===== src/rtl/conv_control_gen.sv =====
// Convolution datapath controller: sequences memory reads, address-generator
// enables and MAC accumulate-reload timing across one output frame. It also
// muxes N feature memories onto IFMAP_PAR lanes.

// One mux output lane. It picks the memory owned by the current group, or
// drives zero when it is outside RUN or the memory index is past the end.
module conv_control_gen_lane #(
  parameter int DATA_WIDTH     = 8,
  parameter int INPUT_NUM_MEM  = 5,
  parameter int IFMAP_PAR      = 1,
  parameter int CYCLES_PER_MEM = 9,
  parameter int LANE           = 0,
  parameter int CW             = 1
) (
  input  logic                              run_i,
  input  logic [CW-1:0]                     cnt_i,
  input  logic [DATA_WIDTH*INPUT_NUM_MEM-1:0] q_a_all_i,
  input  logic [DATA_WIDTH*INPUT_NUM_MEM-1:0] q_b_all_i,
  output logic [DATA_WIDTH-1:0]             q_a_o,
  output logic [DATA_WIDTH-1:0]             q_b_o
);
  int sel;

  assign sel = (int'(cnt_i) / CYCLES_PER_MEM) * IFMAP_PAR + LANE;

  // Select the memory for this lane; unmatched indices fall through to zero.
  always_comb begin
    q_a_o = '0;
    q_b_o = '0;
    for (int m = 0; m < INPUT_NUM_MEM; m++) begin
      if (run_i && sel == m) begin
        q_a_o = q_a_all_i[m*DATA_WIDTH +: DATA_WIDTH];
        q_b_o = q_b_all_i[m*DATA_WIDTH +: DATA_WIDTH];
      end
    end
  end
endmodule

module conv_control_gen #(
  parameter int DATA_WIDTH     = 8,
  parameter int INPUT_NUM_MEM  = 5,
  parameter int IFMAP_PAR      = 1,
  parameter int CYCLES_PER_MEM = 9,
  parameter int OUT_PIXELS     = 784,
  parameter int RD_LATENCY     = 3,
  parameter int DRAIN_CYCLES   = 4,
  localparam int GROUPS        = (INPUT_NUM_MEM + IFMAP_PAR - 1) / IFMAP_PAR,
  localparam int PIXEL_CYCLES  = CYCLES_PER_MEM * GROUPS,
  localparam int CW            = (PIXEL_CYCLES > 1) ? $clog2(PIXEL_CYCLES) : 1,
  localparam int PW            = $clog2(OUT_PIXELS + 1)
) (
  input  logic                                clock,
  input  logic                                reset,
  input  logic                                go,
  input  logic                                stall,
  input  logic [DATA_WIDTH*INPUT_NUM_MEM-1:0] in_feature_q_a_all,
  input  logic [DATA_WIDTH*INPUT_NUM_MEM-1:0] in_feature_q_b_all,
  output logic                                mem_rden,
  output logic                                addr_en,
  output logic                                mult_en,
  output logic                                clear_mult,
  output logic                                accum_sload,
  output logic [CW-1:0]                       count_sload,
  output logic [PW-1:0]                       pixel_count,
  output logic                                start,
  output logic                                conv_done,
  output logic                                busy,
  output logic [DATA_WIDTH*IFMAP_PAR-1:0]     in_feature_q_a_mux_all,
  output logic [DATA_WIDTH*IFMAP_PAR-1:0]     in_feature_q_b_mux_all
);
  localparam int LW = (RD_LATENCY > 1) ? $clog2(RD_LATENCY) : 1;
  localparam int DW = (DRAIN_CYCLES > 1) ? $clog2(DRAIN_CYCLES) : 1;

  // Degenerate zero-length phases collapse to a single cycle.
  localparam logic [LW-1:0] LAT_LAST = LW'((RD_LATENCY > 0) ? RD_LATENCY - 1 : 0);
  localparam logic [DW-1:0] DRN_LAST = DW'((DRAIN_CYCLES > 0) ? DRAIN_CYCLES - 1 : 0);
  localparam logic [CW-1:0] CNT_LAST = CW'(PIXEL_CYCLES - 1);
  localparam logic [PW-1:0] PIX_LAST = PW'(OUT_PIXELS - 1);

  typedef enum logic [2:0] {S_IDLE, S_PRIME, S_RUN, S_DRAIN, S_DONE} state_t;

  state_t        state_q, state_d;
  logic [LW-1:0] lat_q, lat_d;
  logic [DW-1:0] drn_q, drn_d;
  logic [CW-1:0] cnt_q, cnt_d;
  logic [PW-1:0] pix_q, pix_d;
  logic          start_q, start_d;
  logic          done_q, done_d;
  logic          go_acc;
  logic          run;

  // State and counter registers.
  always_ff @(posedge clock or posedge reset) begin
    if (reset) begin
      state_q <= S_IDLE;
      lat_q   <= '0;
      drn_q   <= '0;
      cnt_q   <= '0;
      pix_q   <= '0;
      start_q <= 1'b0;
      done_q  <= 1'b0;
    end else begin
      state_q <= state_d;
      lat_q   <= lat_d;
      drn_q   <= drn_d;
      cnt_q   <= cnt_d;
      pix_q   <= pix_d;
      start_q <= start_d;
      done_q  <= done_d;
    end
  end

  // Next-state sequencing; stall freezes everything except a fresh go.
  always_comb begin
    state_d = state_q;
    lat_d   = lat_q;
    drn_d   = drn_q;
    cnt_d   = cnt_q;
    pix_d   = pix_q;
    start_d = 1'b0;
    done_d  = done_q;
    go_acc  = 1'b0;
    case (state_q)
      S_IDLE, S_DONE: begin
        if (go) begin
          go_acc  = 1'b1;
          state_d = S_PRIME;
          lat_d   = '0;
          drn_d   = '0;
          cnt_d   = '0;
          pix_d   = '0;
          done_d  = 1'b0;
        end
      end
      S_PRIME: begin
        if (!stall) begin
          if (lat_q == LAT_LAST) begin
            state_d = S_RUN;
            cnt_d   = '0;
          end else begin
            lat_d = lat_q + 1'b1;
          end
        end
      end
      S_RUN: begin
        if (!stall) begin
          if (cnt_q == CNT_LAST) begin
            cnt_d   = '0;
            pix_d   = pix_q + 1'b1;
            start_d = (pix_q == '0);
            if (pix_q == PIX_LAST) begin
              state_d = S_DRAIN;
              drn_d   = '0;
            end
          end else begin
            cnt_d = cnt_q + 1'b1;
          end
        end
      end
      S_DRAIN: begin
        if (!stall) begin
          if (drn_q == DRN_LAST) begin
            state_d = S_DONE;
            done_d  = 1'b1;
          end else begin
            drn_d = drn_q + 1'b1;
          end
        end
      end
      default: state_d = S_IDLE;
    endcase
  end

  assign run         = (state_q == S_RUN);
  assign mem_rden    = (state_q == S_PRIME) || run;
  assign addr_en     = mem_rden && !stall;
  assign mult_en     = (run || state_q == S_DRAIN) && !stall;
  assign busy        = mem_rden || (state_q == S_DRAIN);
  assign clear_mult  = go_acc && !reset;
  assign accum_sload = run && (cnt_q == '0);
  assign count_sload = cnt_q;
  assign pixel_count = pix_q;
  assign start       = start_q;
  assign conv_done   = done_q;

  for (genvar l = 0; l < IFMAP_PAR; l++) begin : g_lane
    conv_control_gen_lane #(
      .DATA_WIDTH    (DATA_WIDTH),
      .INPUT_NUM_MEM (INPUT_NUM_MEM),
      .IFMAP_PAR     (IFMAP_PAR),
      .CYCLES_PER_MEM(CYCLES_PER_MEM),
      .LANE          (l),
      .CW            (CW)
    ) u_lane (
      .run_i    (run),
      .cnt_i    (cnt_q),
      .q_a_all_i(in_feature_q_a_all),
      .q_b_all_i(in_feature_q_b_all),
      .q_a_o    (in_feature_q_a_mux_all[l*DATA_WIDTH +: DATA_WIDTH]),
      .q_b_o    (in_feature_q_b_mux_all[l*DATA_WIDTH +: DATA_WIDTH])
    );
  end
endmodule


===== config.mk =====
export PLATFORM = sky130hd
export DESIGN_NAME = conv_control_gen
export DESIGN_NICKNAME = d
export VERILOG_FILES = /design/src/rtl/conv_control_gen.sv
export SDC_FILE = /design/constraint.sdc
export NUM_CORES = 1
export LEC_CHECK = 0
export CORE_MARGIN = 10
export CORE_UTILIZATION = 38
export CTS_CLUSTER_SIZE = 30
export DETAILED_ROUTE_END_ITERATION = 8
export GPL_TIMING_DRIVEN = 0
export PLACE_DENSITY = 0.74
export SLEW_MARGIN = 40
export SYNTH_ARGS = -nofsm -noshare
export SYNTH_HDL_FRONTEND = slang
export SYNTH_SLANG_ARGS = --single-unit

===== constraint.sdc =====
create_clock -name clock -period 4.2 [get_ports clock]
set_input_delay 0.84 -clock clock [delete_from_list [all_inputs] [get_ports clock]]
set_output_delay 0.84 -clock clock [all_outputs]
set_load 0.01 [all_outputs]

==> flow_summary.json <==
{
  "maxCapViolations": 0,
  "fill_cells": 592,
  "drt-pass1-iter-count": 5,
  "synth_flop_cell": "dfrtp_1",
  "grt_max_degree": 27,
  "drt_iter0_drc": 145,
  "worstSetupEndpoint": "in_feature_q_b_mux_all[6]",
  "reg2reg_depth": 9,
  "root_buffer": "clkbuf_8",
  "p_leak_nw": 1.86,
  "synth-seq-area-share_pct": 23.2,
  "holdBufCountCts": 0,
  "drc": 0,
  "ys_warn_count": 0,
  "critPathMaxFanout": 6,
  "run_status": "finished, violations left",
  "grt_pass1_vias": 3119,
  "rr_startpoint": "count_sload[5]",
  "diodes": 0,
  "synth_top_area_share_pct": 23.2,
  "finClkSkew_ns": 0.00398,
  "period_share_pct": 106,
  "hp-class": "register to register",
  "rsz0062_at_grt": "true",
  "relSlewSlack_pct": 59.6,
  "drtAntennaViolNets": 0,
  "worst_slew_pin_slew_ns": 0.603,
  "vias_per_cell": 5.42,
  "worst_slack_ns": -0.243,
  "die_area_um2": 10800,
  "cts_tree": "done",
  "die_h_um": 104,
  "ios": 124,
  "violations": "negative setup slack",
  "ys_seq_elements": 25,
  "place.gp.congestion": 0.886,
  "vias": 3124,
  "worstSetupPathType": "register to output pin",
  "cellPowerDensity_nw_per_um2": 200,
  "async_flop_share_pct": 100,
  "yosysUniqueCellTypes": 58,
  "r2r_end": "drn_q[0]",
  "grt_pass1_wl_um": 17100,
  "post-dp-hpwl_um": 8150,
  "maxSlewViolCount": 0,
  "drive_above_1_share_pct": 20.0,
  "synthCells": 334,
  "clockBufferDepth": 2,
  "clk_pin_slew_ns": 0.09,
  "clk_latency_ns": 0.27,
  "placementRows": 30,
  "syn_area_per_cell_um2": 8.06,
  "cts_buffers": 3,
  "die_w_um": 104,
  "syn_area_um2": 2690,
  "core_area_um2": 6830,
  "io_buffers": 123,
  "grt_util_all_layers_pct": 18.7,
  "min_period_ns": 4.44,
  "cp.required_ns": 3.36,
  "area_growth_syn_to_layout_pct": 63.0,
  "antenna_found_initial": 0,
  "yosys.area.top_type": "dfrtp_1",
  "synth_nets": 428,
  "reg2reg_slack_ns": 1.38,
  "crit_path_end_kind": "output pin",
  "placed_area_um2": 4040,
  "finalWirelength_um": 10800,
  "nets": 575,
  "holdWs_ns": 0.515,
  "synth_area_leaders": "dfrtp_1 23%, mux2i_1 11%, a221o_1 5.6%",
  "initial_core_util_pct": 39.4,
  "fin_area_um2": 4390,
  "cp_data_arrival_time_ns": 3.60,
  "ir_worst_vdd_mv": 0.285,
  "fmax_ghz": 0.225,
  "hold_violations": 0,
  "setup_viol": 16,
  "crit_start": "count_sload[2]",
  "cts.sinks": 25,
  "synth_edf_count": 0,
  "h-tree-depth": 1,
  "wire_per_inst_um": 18.7,
  "cp-start-kind": "register",
  "grt_overflow": 0
}
## sequential cells by signal, summed over array words and instances, names as in the netlist
register / count
lat_q: 2
drn_q: 2
state_q: 3
start: 1
pixel_count: 10
count_sload: 6
conv_done: 1
## timing repair
item / CTS / global route
gates cloned: 3 / 0
setup buffers: 15 / 4
resized for setup: 94 / 26
pin swaps: 14 / 14
hold endpoints to repair: 0 / 0
setup endpoints to repair: 16 / 16
## placed cells by master, fill, tap and decap left out, drive strengths merged, types with 3 or more instances in the layout
cell type and count:
a21o 3, a21oi 15, a221o 15, a31oi 4
and2 3, and3 6, buf 44, clkbuf 18
clkdlybuf4s50 107, dfrtp 25, ha 10, inv 11
mux2 3, mux2i 30, nand2 33, nand2b 7
nand3 15, nand3b 3, nor2 35, nor2b 7
nor3 4, nor3b 14, nor4 3, o21ai 16
o31ai 7, or2 3, or3 4, xor2 7
## cell families (layout without fill, tap and decap cells)
kind of cell               count (synthesis)  after routing  share of synthesized area [%]
and+or+nand+nor                          143            143                           27.6
AOI/OAI and AO/OA                         81             81                           23.2
buffers and inverters                     34            180                           6.32
muxes                                     33             33                           12.4
DFF                                       25             25                           23.2
adders and majority gates                 10             10                           4.65
xor gates and xnor gates                   8              8                           2.60
## where the power goes
part,leakage (nW),total [mW],switching (mW),internal [mW]
clock network,0.0228,0.143,0.0747,0.0678
logic,1.50,0.430,0.201,0.229
registers,0.336,0.307,0.0366,0.271
## routing by layer
layer | GRT usage, % | up-vias | wire length, um
met1 | 22.2 | 1507 | 4480
met2 | 34.3 | 87 | 5660
li1 | - | 1522 | -
met5 | 0 | - | 0
met4 | 2.98 | 0 | 107
met3 | 3.41 | 8 | 517
## layout make-up
type	count	area, um^2	area share (%)
Multi-Input combinational cell	275	2060	47.0
Inverter	11	41.3	0.941
Sequential cell	25	629	14.3
Timing Repair Buffer	144	1350	30.7
Tap cell	96	120	2.74
Buffer	21	143	3.25
Clock buffer	4	45.0	1.03
## synthesized netlist by cell type, types with 2 or more instances
| master | n |
|---|---|
| nand4_1 | 2 |
| o211ai_1 | 2 |
| a31oi_1 | 4 |
| ha_1 | 10 |
| o21ai_0 | 15 |
| a41oi_1 | 2 |
| nand3b_1 | 3 |
| dfrtp_1 | 25 |
| a221oi_1 | 2 |
| a21oi_1 | 15 |
| o21bai_1 | 2 |
| nor4_1 | 3 |
| inv_1 | 11 |
| nand2_1 | 33 |
| a21o_1 | 3 |
| nor2_1 | 35 |
| nor3b_1 | 13 |
| nand2b_1 | 7 |
| buf_2 | 3 |
| or2_2 | 3 |
| o31ai_1 | 6 |
| or3_1 | 4 |
| buf_6 | 2 |
| clkbuf_1 | 14 |
| nor2b_1 | 7 |
| mux2i_1 | 30 |
| nor3_1 | 4 |
| xor2_1 | 7 |
| and2_1 | 3 |
| a221o_1 | 15 |
| mux2_2 | 3 |
| buf_4 | 2 |
| nand3_1 | 14 |
| and3_1 | 6 |
## through the flow
stage	total power, mW	util, %	TNS (ns)	cells	setup slack (ns)
2_1_floorplan	0.535	-	0	334	0.0482
3_3_place_gp	0.731	59.2	-11.60	553	-0.831
3_5_place_dp	0.740	59.2	-11.75	553	-0.838
4_1_cts	0.880	62.9	-2.11	574	-0.200
5_1_grt	0.945	64.2	-4.55	576	-0.352
6_report	0.880	64.2	-2.84	576	-0.243
## how the worst min path moves through the flow
| stage | start | to | slack [ns] | cells past startpoint |
|---|---|---|---|---|
| after floorplan | drn_q[1] | drn_q[1] | 0.47 | 1 |
| after global placement | conv_done | conv_done | 0.49 | 2 |
| after detailed placement | drn_q[1] | drn_q[1] | 0.50 | 1 |
| after CTS | drn_q[1] | drn_q[1] | 0.52 | 1 |
| after global routing | drn_q[1] | drn_q[1] | 0.55 | 1 |
| final | drn_q[1] | drn_q[1] | 0.51 | 1 |
## worst max-delay path: stages (launching register included)
cell and delay (ns):
dfrtp_2 0.43, or3_4 0.41, ha_4 0.28, and3b_1 0.18
o211a_1 0.28, o221a_1 0.29, o31ai_4 0.22, o32ai_4 0.14
and2_4 0.17, buf_8 0.14, buf_4 0.14, mux2i_4 0.18
a221o_1 0.31, buf_2 0.14
Power figures use the tool's default switching activity.
